==> src/rtl/router_tile_scheduler_if.sv <==
// Beat bus between the tile scheduler and the router address generator.
// The scheduler drives position/pass information; the address generator answers with i_ready.
interface router_tile_scheduler_if #(
  parameter int SA_HEIGHT  = 4,
  parameter int ADDR_WIDTH = 6,
  parameter int PASS_BITS  = 4
);
  localparam int ROW_W = $clog2(SA_HEIGHT);

  logic                  o_valid;
  logic                  i_ready;
  logic [ROW_W-1:0]      o_row_number;
  logic [ADDR_WIDTH-1:0] o_o_x;
  logic [ADDR_WIDTH-1:0] o_o_y;
  logic [ADDR_WIDTH-1:0] o_i_x;
  logic [ADDR_WIDTH-1:0] o_i_y;
  logic [PASS_BITS-1:0]  o_pass;
  logic                  o_tile_last;

  modport master (
    output o_valid, o_row_number, o_o_x, o_o_y, o_i_x, o_i_y, o_pass, o_tile_last,
    input  i_ready
  );

  modport slave (
    input  o_valid, o_row_number, o_o_x, o_o_y, o_i_x, o_i_y, o_pass, o_tile_last,
    output i_ready
  );
endinterface

==> src/rtl/router_tile_scheduler.sv <==
// Walks the output map (y inner, x outer) in tiles of up to SA_HEIGHT positions,
// waiting for the array between tiles and repeating the map once per weight pass.
module router_tile_scheduler #(
  parameter int SA_HEIGHT   = 4,
  parameter int ADDR_WIDTH  = 6,
  parameter int STRIDE_BITS = 2,
  parameter int PASS_BITS   = 4
) (
  input  logic                          i_clk,
  input  logic                          i_nrst,
  input  logic                          i_reg_clear,
  input  logic                          i_start,
  input  logic [ADDR_WIDTH-1:0]         i_o_width,
  input  logic [ADDR_WIDTH-1:0]         i_o_height,
  input  logic [STRIDE_BITS-1:0]        i_stride,
  input  logic [PASS_BITS-1:0]          i_pass_count,
  input  logic                          i_compute_done,
  router_tile_scheduler_if.master       beat,
  output logic [$clog2(SA_HEIGHT):0]    o_rows_used,
  output logic                          o_busy,
  output logic                          o_done
);
  localparam int ROW_W = $clog2(SA_HEIGHT);
  localparam int PROD_W = ADDR_WIDTH + STRIDE_BITS;
  localparam logic [ADDR_WIDTH-1:0] A_ONE    = 1;
  localparam logic [PASS_BITS:0]    P_ONE    = 1;
  localparam logic [ROW_W-1:0]      R_ONE    = 1;
  localparam logic [ROW_W:0]        RU_ONE   = 1;
  localparam logic [ROW_W-1:0]      ROW_LAST = ROW_W'(SA_HEIGHT - 1);

  typedef enum logic [1:0] {S_IDLE, S_DISPATCH, S_WAIT, S_DONE} state_t;

  state_t                  state_q, state_d;
  logic [ADDR_WIDTH-1:0]   width_q, width_d, height_q, height_d;
  logic [ADDR_WIDTH-1:0]   x_q, x_d, y_q, y_d;
  logic [STRIDE_BITS-1:0]  stride_q, stride_d;
  logic [PASS_BITS-1:0]    pass_cnt_q, pass_cnt_d, pass_q, pass_d;
  logic [ROW_W-1:0]        row_q, row_d;
  logic [ROW_W:0]          rows_used_q, rows_used_d;
  logic                    map_done_q, map_done_d;
  logic                    last_pos, tile_last;
  logic [PASS_BITS:0]      pass_inc;
  logic [PROD_W-1:0]       prod_x, prod_y;

  always_comb begin
    state_d     = state_q;
    width_d     = width_q;
    height_d    = height_q;
    stride_d    = stride_q;
    pass_cnt_d  = pass_cnt_q;
    x_d         = x_q;
    y_d         = y_q;
    pass_d      = pass_q;
    row_d       = row_q;
    rows_used_d = rows_used_q;
    map_done_d  = map_done_q;

    last_pos  = (x_q == width_q - A_ONE) && (y_q == height_q - A_ONE);
    tile_last = (state_q == S_DISPATCH) && ((row_q == ROW_LAST) || last_pos);
    pass_inc  = {1'b0, pass_q} + P_ONE;

    case (state_q)
      S_IDLE, S_DONE: begin
        if (i_start) begin
          width_d     = i_o_width;
          height_d    = i_o_height;
          stride_d    = i_stride;
          pass_cnt_d  = i_pass_count;
          x_d         = '0;
          y_d         = '0;
          pass_d      = '0;
          row_d       = '0;
          rows_used_d = '0;
          map_done_d  = 1'b0;
          if ((i_o_width == '0) || (i_o_height == '0) || (i_pass_count == '0))
            state_d = S_DONE;
          else
            state_d = S_DISPATCH;
        end
      end
      S_DISPATCH: begin
        if (beat.i_ready) begin
          rows_used_d = {1'b0, row_q} + RU_ONE;
          row_d       = tile_last ? '0 : row_q + R_ONE;
          // The final position is held rather than advanced so x never steps past the extent.
          if (last_pos) begin
            map_done_d = 1'b1;
          end else if (y_q == height_q - A_ONE) begin
            y_d = '0;
            x_d = x_q + A_ONE;
          end else begin
            y_d = y_q + A_ONE;
          end
          if (tile_last)
            state_d = S_WAIT;
        end
      end
      S_WAIT: begin
        if (i_compute_done) begin
          row_d = '0;
          if (!map_done_q) begin
            state_d = S_DISPATCH;
          end else if (pass_inc < {1'b0, pass_cnt_q}) begin
            pass_d     = pass_inc[PASS_BITS-1:0];
            x_d        = '0;
            y_d        = '0;
            map_done_d = 1'b0;
            state_d    = S_DISPATCH;
          end else begin
            state_d = S_DONE;
          end
        end
      end
      default: state_d = S_IDLE;
    endcase

    if (i_reg_clear) begin
      state_d     = S_IDLE;
      width_d     = '0;
      height_d    = '0;
      stride_d    = '0;
      pass_cnt_d  = '0;
      x_d         = '0;
      y_d         = '0;
      pass_d      = '0;
      row_d       = '0;
      rows_used_d = '0;
      map_done_d  = 1'b0;
    end
  end

  always_ff @(posedge i_clk or negedge i_nrst) begin
    if (!i_nrst) begin
      state_q     <= S_IDLE;
      width_q     <= '0;
      height_q    <= '0;
      stride_q    <= '0;
      pass_cnt_q  <= '0;
      x_q         <= '0;
      y_q         <= '0;
      pass_q      <= '0;
      row_q       <= '0;
      rows_used_q <= '0;
      map_done_q  <= 1'b0;
    end else begin
      state_q     <= state_d;
      width_q     <= width_d;
      height_q    <= height_d;
      stride_q    <= stride_d;
      pass_cnt_q  <= pass_cnt_d;
      x_q         <= x_d;
      y_q         <= y_d;
      pass_q      <= pass_d;
      row_q       <= row_d;
      rows_used_q <= rows_used_d;
      map_done_q  <= map_done_d;
    end
  end

  // Input coordinates depend only on registered state, so no input-to-output paths exist.
  assign prod_x = {{STRIDE_BITS{1'b0}}, x_q} * {{ADDR_WIDTH{1'b0}}, stride_q};
  assign prod_y = {{STRIDE_BITS{1'b0}}, y_q} * {{ADDR_WIDTH{1'b0}}, stride_q};

  assign beat.o_valid      = (state_q == S_DISPATCH);
  assign beat.o_row_number = row_q;
  assign beat.o_o_x        = x_q;
  assign beat.o_o_y        = y_q;
  assign beat.o_i_x        = prod_x[ADDR_WIDTH-1:0];
  assign beat.o_i_y        = prod_y[ADDR_WIDTH-1:0];
  assign beat.o_pass       = pass_q;
  assign beat.o_tile_last  = tile_last;
  assign o_rows_used       = rows_used_q;
  assign o_busy            = (state_q == S_DISPATCH) || (state_q == S_WAIT);
  assign o_done            = (state_q == S_DONE);
endmodule
==> src/flat_wrapper.sv <==
// flat-port wrapper written by rule: the top's interface ports become plain ports
module router_tile_scheduler_flat 
#(
  parameter int SA_HEIGHT   = 4,
  parameter int ADDR_WIDTH  = 6,
  parameter int STRIDE_BITS = 2,
  parameter int PASS_BITS   = 4
)
  (i_clk, i_nrst, i_reg_clear, i_start, i_o_width, i_o_height, i_stride, i_pass_count, i_compute_done, o_rows_used, o_busy, o_done, beat_o_valid, beat_o_row_number, beat_o_o_x, beat_o_o_y, beat_o_i_x, beat_o_i_y, beat_o_pass, beat_o_tile_last, beat_i_ready);
  router_tile_scheduler_if #(.SA_HEIGHT(SA_HEIGHT), .ADDR_WIDTH(ADDR_WIDTH), .PASS_BITS(PASS_BITS)) beat_i ();
  input  logic i_clk;
  input  logic i_nrst;
  input  logic i_reg_clear;
  input  logic i_start;
  input  logic [ADDR_WIDTH-1:0] i_o_width;
  input  logic [ADDR_WIDTH-1:0] i_o_height;
  input  logic [STRIDE_BITS-1:0] i_stride;
  input  logic [PASS_BITS-1:0] i_pass_count;
  input  logic i_compute_done;
  output logic [$clog2(SA_HEIGHT):0] o_rows_used;
  output logic o_busy;
  output logic o_done;
  output wire logic [$bits(beat_i.o_valid)-1:0] beat_o_valid;
  output wire logic [$bits(beat_i.o_row_number)-1:0] beat_o_row_number;
  output wire logic [$bits(beat_i.o_o_x)-1:0] beat_o_o_x;
  output wire logic [$bits(beat_i.o_o_y)-1:0] beat_o_o_y;
  output wire logic [$bits(beat_i.o_i_x)-1:0] beat_o_i_x;
  output wire logic [$bits(beat_i.o_i_y)-1:0] beat_o_i_y;
  output wire logic [$bits(beat_i.o_pass)-1:0] beat_o_pass;
  output wire logic [$bits(beat_i.o_tile_last)-1:0] beat_o_tile_last;
  input wire logic [$bits(beat_i.i_ready)-1:0] beat_i_ready;
  assign beat_o_valid = beat_i.o_valid;
  assign beat_o_row_number = beat_i.o_row_number;
  assign beat_o_o_x = beat_i.o_o_x;
  assign beat_o_o_y = beat_i.o_o_y;
  assign beat_o_i_x = beat_i.o_i_x;
  assign beat_o_i_y = beat_i.o_i_y;
  assign beat_o_pass = beat_i.o_pass;
  assign beat_o_tile_last = beat_i.o_tile_last;
  assign beat_i.i_ready = beat_i_ready;
  router_tile_scheduler #(.SA_HEIGHT(SA_HEIGHT), .ADDR_WIDTH(ADDR_WIDTH), .STRIDE_BITS(STRIDE_BITS), .PASS_BITS(PASS_BITS)) u_core (.i_clk(i_clk), .i_nrst(i_nrst), .i_reg_clear(i_reg_clear), .i_start(i_start), .i_o_width(i_o_width), .i_o_height(i_o_height), .i_stride(i_stride), .i_pass_count(i_pass_count), .i_compute_done(i_compute_done), .beat(beat_i), .o_rows_used(o_rows_used), .o_busy(o_busy), .o_done(o_done));
endmodule
==> config.mk <==
export PLATFORM = sky130hd
export DESIGN_NAME = router_tile_scheduler_flat
export DESIGN_NICKNAME = d
export VERILOG_FILES = /design/src/rtl/router_tile_scheduler_if.sv /design/src/rtl/router_tile_scheduler.sv /design/src/flat_wrapper.sv
export SDC_FILE = /design/constraint.sdc
export NUM_CORES = 1
export LEC_CHECK = 0
export ABC_AREA = 1
export BUFFER_PORTS_ARGS = -buffer_cell sky130_fd_sc_hd__buf_4
export CORE_MARGIN = 2
export CORE_UTILIZATION = 56
export CTS_CLUSTER_DIAMETER = 40
export DETAILED_ROUTE_END_ITERATION = 10
export PLACE_DENSITY_LB_ADDON = 0.3
export SKIP_CTS_REPAIR_TIMING = 1
export SLEW_MARGIN = 15
export SYNTH_ARGS = -nofsm -noshare
export SYNTH_HDL_FRONTEND = slang
export SYNTH_SLANG_ARGS = --single-unit
==> constraint.sdc <==
create_clock -name i_clk -period 2.66 [get_ports i_clk]
set_clock_uncertainty 0.2 [all_clocks]
set_input_delay 0.399 -clock i_clk [delete_from_list [all_inputs] [get_ports i_clk]]
set_output_delay 0.399 -clock i_clk [all_outputs]
set_load 0.005 [all_outputs]
==> metrics.txt, run 1 <==
outcome=finished, final reports clean; die width=79.60 um; most area-hungry cell type in the Yosys netlist=dfrtp_1; Logic pwr share=51.5%; CP peak stage delay=400 ps; WP buf/inv=3; routability cong.=0.8748; final worst path period need=2629 ps; Ports=61; sw power=1.209 mW; Total GRT Usage=26.62%; CTS Sinks=42; Crit Path Max Fanout=5; crit end category=output pin; post-synthesis register bit count=42; Yosys top cell area share=32.84%; GRT Residual Overflow=0; Max IR drop VDD=0.0005298 V; root buf cell=clkbuf_8; Power Internal=1.524 mW; DIE AREA=0.006336 mm^2; cell with the most instances after synthesis=nand2_1; Post-DP HPWL=5896 um; Starting Density=58.12%; largest net degree at the start of global routing=43; period utilisation layout=98.85%; FFs w/ async S/R, synth=100.0%; first-pass GRT wire length=13,440 um; Num CTS Buffers=5; Port Buffers=60; worst-case clock buffer depth=2; Setup CP Type=reg2out; DP Area=0.003756 mm^2; Max Freq=0.3803 GHz; Final Max Slew Viols=0; post-synthesis sequential area ratio=32.84%; Mapped Area=0.003201 mm^2; WL/cell=13.52 um; leak pwr=2.278 nW; antenna violations before repair=0; Residual DRC=0; H-tree depth=2; Critical Path Source Type=register; crit path cell chain=inv_2 > ha_4 > nand2_2 > inv_2 > nor2_1 > nand2_1 > nor2_1 > nand3_2 > nor2_8 > nand2_4 > a21oi_2 > buf_4; Worst Hold Class=in2reg; Clock Pin Slew Worst Setup and Hold Paths=80 ps; drt initial violations=204; tightest hold margin=130.4 ps; main area contributors after synthesis=dfrtp_1 (33%), nand2_1 (14%), inv_1 (9.1%), ha_1 (7.8%), nand3_1 (7.2%); TritonRoute pass-1 iters=5; Fillers=433; Reg power frac=32.3%; Clock Power Share=16.2%; Least-Margin Pin Slew=771.8 ps; post-synthesis cell type count=34; Worst EP required=2060 ps; Die Span Y=79.60 um; design area=0.004048 mm^2; Max-Slew Margin vs Limit=48.49%; Placed Cells=581; ys flop type=dfrtp_1; vias in the first global route=3,056; Mapped Nets=496; routed vias=3,236; Mapped Cells=450; commonest cells in the synthesized netlist=nand2_1 (117), inv_1 (78), nand3_1 (46); total of max-cap violations=0; Pwr Density=675.2 mW/mm^2; Row Count=27; via/cell ratio=5.358; EDFF count, synth=0; Final Hold Viols=0; average size of a mapped cell=7.112 um^2; Layout Cells excl Fill=604; Clk Latency, worst-skew pair=300 ps; P&R area growth vs syn=26.47%; Core ar.=0.005507 mm^2; RSZ-0062 raised after global routing=true; fin nets=577; # diodes=0; Final Setup Violations=0; CTS tree=yes; CP max stage cell=dfrtp_1; Switching Share=44.23%; share of layout cells above drive strength 1=26.13%; Routed Antenna Nets=0; delay-heaviest family, CP=simple AND/OR/NAND/NOR gates; Syn. warnings=0; Post-Route WL=8166 um; Worst Path Arrival=2030 ps
## power by group through the flow
stage | clock (mW) | sequential [mW] | combinational, mW
after global placement | 0 | 0.883 | 1.25
after detailed placement | 0 | 0.890 | 1.29
after global routing | 0.469 | 0.904 | 1.58
after CTS | 0.442 | 0.878 | 1.30
final | 0.443 | 0.882 | 1.41
after floorplan | 0 | 0.868 | 0.902
## cell usage in the layout (no fill, tap or decap), types with 3 or more instances in the layout
cell	n
a21oi_1	5
buf_4	82
clkbuf_8	6
dfrtp_1	39
dfrtp_2	3
ha_1	16
inv_1	71
inv_2	11
nand2_1	114
nand2_2	5
nand2_4	3
nand3_1	46
nand4_1	9
nor2_1	29
nor4_1	5
o21ai_0	23
o21ai_1	6
o22ai_1	5
o31ai_1	3
xnor2_1	8
xor2_1	8
## worst paths after layout
path | cells after the start | slack [ps] | to | from
hold / removal | 3 | 130 | u_core.stride_q[0] | i_stride[0]
hold reg to reg | 2 | 290 | u_core.o_rows_used[0] | u_core.o_rows_used[0]
setup reg to reg | 12 | 160 | u_core.beat.o_pass[1] | u_core.beat.o_pass[0]
max in group asynchronous | 2 | 1430 | u_core.stride_q[1] | i_nrst
min in group asynchronous | 2 | 420 | u_core.beat.o_pass[2] | i_nrst
setup / recovery | 12 | 30 | beat_o_tile_last | u_core.height_q[0]
## flip-flops by register name, summed over array words and instances, names as in the netlist
register,flops
u_core.width_q,6
u_core.beat.o_pass,4
u_core.height_q,6
u_core.pass_cnt_q,4
u_core.stride_q,2
u_core.beat.o_o_y,6
u_core.beat.o_row_number,2
u_core.o_rows_used,3
u_core.map_done_q,1
u_core.beat.o_o_x,6
u_core.state_q,2
## through the flow
stage | power [mW] | setup WS, ps | setup TNS (ps) | util, %
detailed placement | 2.181 | 152.3 | 0 | 68.21
floorplan | 1.770 | 349.9 | 0 | -
finish | 2.733 | 30.62 | 0 | 73.51
global route | 2.949 | -34.52 | -66.82 | 73.51
global placement | 2.132 | 171.3 | 0 | 68.21
CTS | 2.619 | -184.7 | -524.8 | 69.87
## area by class of cell
cell class,count,area [um^2],share of cell area (%)
inverter,84,320.3,7.913
tap,72,90.09,2.226
multi-input combinational,314,1861,45.97
clock buffer,7,86.33,2.133
timing repair buffer,84,630.6,15.58
clock inverter,1,5.005,0.1236
sequential,42,1055,26.06
## kinds of logic (layout without fill, tap and decap cells)
| kind of cell | after synthesis | count (layout) | share of synthesized area, % |
|---|---|---|---|
| flip-flops | 42 | 42 | 32.84 |
| adder cells (fa/ha/maj) | 22 | 22 | 9.070 |
| AND/OR/NAND/NOR | 227 | 227 | 33.54 |
| AO/OA/AOI/OAI | 47 | 47 | 7.975 |
| buffers and inverters | 94 | 176 | 11.65 |
| XOR/XNOR | 18 | 18 | 4.926 |
## routing by layer
metal	wire [um]	GRT usage, %	part of all wire, %	vias up
met1	3423	32.24	42	1533
met5	0	0	0	-
met3	317	3.959	3.9	22
li1	-	-	-	1582
met4	146	9.655	1.8	0
met2	4280	47.73	52	99
## worst reg2reg max path: cells and delay by family (launching register included)
kind | cells | cell delay (ps)
simple gates | 7 | 980
fa+ha+maj | 2 | 530
flops | 1 | 430
xor+xnor | 1 | 150
compound gates | 1 | 100
buf+inv | 1 | 40
Power figures use the tool's default switching activity.
==> run 2, diff against run 1 <==
Settings changed: BUFFER_PORTS_ARGS -buffer_cell sky130_fd_sc_hd__buf_4 to not set, CORE_UTILIZATION 56 to 58, DONT_BUFFER_PORTS set to 1.
==> metrics.txt, run 2 (synthesis results as in run 1) <==
Residual DRC=0 (unchanged); Crit Path Max Fanout=8 (was 5); Final Max Slew Viols=0 (unchanged); most frequent cells in the layout=nand2_1 (116), inv_1 (76), nand3_1 (46) (was nand2_1 (114), buf_4 (82), inv_1 (71)); Placed Cells=521 (was 581); Final Hold Viols=0 (unchanged); Least-Margin Pin Slew=385.8 ps (was 771.8 ps); global route hottest layer=met2 (unchanged); first-pass GRT wire length=12,630 um (was 13,440 um); Num CTS Buffers=5 (unchanged); final worst path period need=2571 ps (was 2629 ps); P&R area growth vs syn=12.24% (was 26.47%); met1 Usage GRT=29.39% (was 32.24%); leak pwr=1.970 nW (was 2.278 nW); Core ar.=0.005405 mm^2 (was 0.005507 mm^2); worst-case clock buffer depth=2 (unchanged); fin nets=514 (was 577); Max-Slew Margin vs Limit=74.06% (was 48.49%); Critical Path Source Type=register (unchanged); Layout Cells excl Fill=541 (was 604); Routed Antenna Nets=0 (unchanged); root buf cell=clkbuf_8 (unchanged); Post-DP HPWL=5440 um (was 5896 um); register area=0.001054 mm^2 (was 0.001055 mm^2); DP Worst Slack=217.4 ps (was 152.3 ps); Clock Pin Slew Worst Setup and Hold Paths=80 ps (about the same); crit path cell chain=nand2_1 > inv_1 > ha_1 > inv_1 > fa_1 > o21ai_1 > a21oi_1 > xor2_1 (was inv_2 > ha_4 > nand2_2 > inv_2 > nor2_1 > nand2_1 > nor2_1 > nand3_2 > nor2_8 > nand2_4 > a21oi_2 > buf_4); cell repeated most along the worst path=inv_1; depth of the worst register-to-register path=11 (was 12); CTS Sinks=42 (unchanged); Post-Route WL=7462 um (was 8166 um); Ports=61 (unchanged); total of max-cap violations=0 (unchanged); Starting Density=59.21% (was 58.12%); largest net degree at the start of global routing=43 (unchanged); Fillers=474 (was 433); Max Freq=0.3889 GHz (was 0.3803 GHz); CP max stage cell=dfrtp_2 (was dfrtp_1); H-tree depth=2 (unchanged); routed vias=2,931 (was 3,236); met2 GRT Util=46.72% (was 47.73%); worst r2r dst=u_core.beat.o_pass[1] (unchanged); antenna violations before repair=0 (unchanged); # diodes=0 (unchanged); CP peak stage delay=470 ps (was 400 ps); routability cong.=0.8690 (was 0.8748); GRT met3 Usage=6.322% (was 3.959%); DIE AREA=0.006129 mm^2 (was 0.006336 mm^2); r2r setup slk=210 ps (was 160 ps); Hold Path End=u_core.width_q[5] (was u_core.stride_q[0]); Total GRT Usage=25.77% (was 26.62%); period utilisation layout=96.66% (was 98.85%); vias in the first global route=2,911 (was 3,056); Worst Hold Class=in2reg (unchanged); Setup CP Type=reg2out (unchanged); via/cell ratio=5.418 (was 5.358); die width=78.29 um (was 79.60 um); Max IR drop VDD=0.0004949 V (was 0.0005298 V); most common cell after layout, fill and taps aside=nand2_1 (unchanged); Port Buffers=0 (was 60); outcome=finished, final reports clean (unchanged); CTS tree=yes (unchanged); Pwr Density=736.2 mW/mm^2 (was 675.2 mW/mm^2); hold path start=i_o_width[5] (was i_stride[0]); drt initial violations=155 (was 204); R2R Path Start=u_core.beat.o_pass[0] (unchanged); Worst Path Arrival=1970 ps (was 2030 ps); share of layout cells above drive strength 1=13.22% (was 26.13%); crit end category=output pin (unchanged); Clk Latency, worst-skew pair=300 ps (about the same); Tot Pwr=2.645 mW (was 2.733 mW); WHS Path Cells=2 (was 3); Row Count=27 (unchanged); area occupied by multi-input gates=0.001838 mm^2 (was 0.001861 mm^2); Worst EP required=2060 ps (about the same); Final Setup Violations=0 (unchanged); fin worst setup slack=88.79 ps (was 30.62 ps); GRT Residual Overflow=0 (unchanged); TritonRoute pass-1 iters=5 (unchanged); Die Span Y=78.29 um (was 79.60 um); WL/cell=13.79 um (was 13.52 um)
-- run 2: cell count changes in the layout (fill, tap and decap cells not counted), sizes merged --
cell | before | now
clkinv | 1 | 0
buf | 82 | 20
-- run 2: layout make-up --
type	count	area share [%]
Multi-Input combinational cell	314	51.17
Sequential cell	42	29.33
Inverter	84	8.917
Timing Repair Buffer	21	5.016
Clock buffer	8	3.065
Tap cell	72	2.508
-- run 2: metrics by stage --
stage | area, um^2 | hold slack (ps) | utilization [%] | TNS (ps)
detailed placement | 3306 | -95.73 | 61.16 | 0
CTS | 3416 | -423.7 | 63.19 | -226.6
global route | 3592 | 60.37 | 66.46 | -41.36
floorplan | 3201 | -96.59 | - | 0
finish | 3592 | 46.50 | 66.46 | 0
global placement | 3306 | -95.56 | 61.16 | 0
-- run 2: worst max path at each step --
stage / from / to / slack (ps) / depth (start not counted)
2_1_floorplan: u_core.stride_q[0] / beat_o_i_x[5] / 350 / 9
6_report: u_core.stride_q[1] / beat_o_i_x[5] / 90 / 8
3_5_place_dp: u_core.stride_q[1] / beat_o_i_x[5] / 220 / 8
5_1_grt: u_core.width_q[0] / beat_o_tile_last / -40 / 12
3_3_place_gp: u_core.stride_q[1] / beat_o_i_x[5] / 300 / 8
4_1_cts: u_core.stride_q[1] / beat_o_i_x[5] / -120 / 8
-- run 2: where the power goes --
part           internal (mW)  switching (mW)  total [mW]
Clock                  0.262           0.227       0.489
Combinational          0.461           0.813        1.27
Sequential             0.763           0.118       0.881
-- run 2: critical path, delay by kind of cell (launching register included) --
family	cells	cell delay, ps
AND/OR/NAND/NOR	1	80
AO/OA/AOI/OAI	2	250
adder cells (fa/ha/maj)	2	580
buffers and inverters	2	120
flip-flops	1	470
XOR/XNOR	1	180
-- run 2: per-layer routing --
layer,vias to the layer above,routed length (um)
met5,-,0
met4,0,142
met3,13,394
met2,75,3885
met1,1374,3040
li1,1469,-
==> run 3, diff against run 2 <==
Settings changed: CELL_PAD_IN_SITES_DETAIL_PLACEMENT set to 0, CELL_PAD_IN_SITES_GLOBAL_PLACEMENT set to 1, CORE_UTILIZATION 58 to 46.
==> metrics.txt, run 3 (synthesis results as in run 1) <==
Fillers=690 (was 474); met1 Usage GRT=25.27% (was 29.39%); total of max-cap violations=0 (unchanged); die width=87.42 um (was 78.29 um); depth of the worst register-to-register path=11 (unchanged); Worst EP required=2060 ps (about the same); Port Buffers=0 (unchanged); RSZ-0062 raised after global routing=true; delay-heaviest family, CP=adder cells (unchanged); WHS Path Cells=2 (unchanged); Final Hold Viols=0 (unchanged); Placed Cells=530 (was 521); most common cell after layout, fill and taps aside=nand2_1 (unchanged); Max-Slew Margin vs Limit=73.77% (was 74.06%); leak pwr=1.952 nW (was 1.970 nW); Routed Antenna Nets=0 (unchanged); largest net degree at the start of global routing=43 (unchanged); Total GRT Usage=20.56% (was 25.77%); Row Count=30 (was 27); GRT met3 Usage=4.455% (was 6.322%); worst-case clock buffer depth=2 (unchanged); Pwr Density=734.5 mW/mm^2 (was 736.2 mW/mm^2); critical path depth=8 (unchanged); vias in the first global route=2,780 (was 2,911); Worst Path Arrival=1950 ps (was 1970 ps); Tot Pwr=2.615 mW (was 2.645 mW); Max IR drop VDD=0.0004605 V (was 0.0004949 V); CP max stage cell=dfrtp_2 (unchanged); Worst Hold Class=in2reg (unchanged); Final Max Slew Viols=0 (unchanged); global route hottest layer=met2 (unchanged); Max Freq=0.3922 GHz (was 0.3889 GHz); Core ar.=0.006756 mm^2 (was 0.005405 mm^2); Post-DP HPWL=5644 um (was 5440 um); share of layout cells above drive strength 1=12.45% (was 13.22%); Final Setup Violations=0 (unchanged); Ports=61 (unchanged); Clock Pin Slew Worst Setup and Hold Paths=90 ps (was 80 ps); CP peak stage delay=460 ps (was 470 ps); routed vias=2,847 (was 2,931); most frequent cells in the layout=nand2_1 (116), inv_1 (77), nand3_1 (46) (was nand2_1 (116), inv_1 (76), nand3_1 (46)); Starting Density=47.37% (was 59.21%); GRT Residual Overflow=0 (unchanged); outcome=finished, final reports clean (unchanged); Post-Route WL=7403 um (was 7462 um); crit path cell chain=nand2_1 > inv_1 > ha_1 > inv_1 > fa_1 > o21ai_1 > a21oi_1 > xor2_1 (unchanged); Die Span Y=87.42 um (was 78.29 um); Clk Latency, worst-skew pair=300 ps (about the same); drt initial violations=115 (was 155); Least-Margin Pin Slew=390.2 ps (was 385.8 ps); cell repeated most along the worst path=inv_1 (unchanged); via/cell ratio=5.214 (was 5.418); CTS Sinks=42 (unchanged); # diodes=0 (unchanged); WP buf/inv=2 (unchanged); Num CTS Buffers=5 (unchanged); crit end category=output pin (unchanged); H-tree depth=2 (unchanged); period utilisation layout=95.84% (was 96.66%); routability cong.=0.8301 (was 0.8690); P&R area growth vs syn=11.22% (was 12.24%); Setup CP Type=reg2out (unchanged); Residual DRC=0 (unchanged); fin nets=511 (was 514); DIE AREA=0.007641 mm^2 (was 0.006129 mm^2); Critical Path Source Type=register (unchanged); CTS tree=yes (unchanged); antenna violations before repair=0 (unchanged); Crit Path Max Fanout=8 (unchanged); TritonRoute pass-1 iters=4 (was 5); WL/cell=13.56 um (was 13.79 um); first-pass GRT wire length=12,550 um (was 12,630 um); root buf cell=clkbuf_8 (unchanged); Layout Cells excl Fill=546 (was 541); final worst path period need=2549 ps (was 2571 ps); met2 GRT Util=36.23% (was 46.72%)
## run 3: cell types whose count changed in the layout (fill, tap and decap cells not counted), sizes merged
cell,previous run,this run
clkbuf,8,5
buf,20,17
bufinv,0,1
clkinv,0,2
## run 3: through the flow
| stage | util [%] | cell area (um^2) | setup slack, ps | setup TNS (ps) | hold slack, ps |
|---|---|---|---|---|---|
| after floorplan | - | 3201 | 349.9 | 0 | -96.59 |
| after global placement | 49.19 | 3323 | 271.1 | 0 | -95.39 |
| after detailed placement | 49.19 | 3323 | 217.7 | 0 | -95.58 |
| after CTS | 50.80 | 3432 | -120.7 | -285.2 | -424.9 |
| after global routing | 52.69 | 3560 | -9.756 | -11.86 | 44.78 |
| final | 52.69 | 3560 | 110.5 | 0 | 43.89 |
## run 3: where the power goes
part / total [mW] / switching, mW / internal [mW]
registers: 0.877 / 0.113 / 0.764
clock network: 0.508 / 0.231 / 0.277
logic: 1.23 / 0.791 / 0.439
total: 2.61 / 1.14 / 1.48
## run 3: cell type report
class                      instances  area, um^2  area share, %
tap                               80       100.1          2.812
sequential                        42        1055          29.63
clock buffer                       5       68.82          1.933
inverter                          84       320.3          8.998
clock inverter                     3       40.04          1.125
timing repair buffer              18       155.1          4.359
multi-input combinational        314        1821          51.14
## run 3: metal layers
layer	wire length, um	part of all wire [%]
met5	0	0
met2	3770	51
met3	358	4.8
met4	93	1.3
met1	3180	43
## run 3: final timing paths
| kind | startpoint | endpoint | slack (ps) |
|---|---|---|---|
| worst max-delay path | u_core.stride_q[0] | beat_o_i_x[5] | 110 |
| worst min-delay path | i_o_width[4] | u_core.width_q[4] | 40 |
| max in group asynchronous | i_nrst | u_core.beat.o_pass[0] | 1660 |
| worst max register to register | u_core.beat.o_pass[0] | u_core.beat.o_pass[1] | 210 |
| worst min register to register | u_core.map_done_q | u_core.map_done_q | 320 |
| min in group asynchronous | i_nrst | u_core.width_q[5] | 390 |
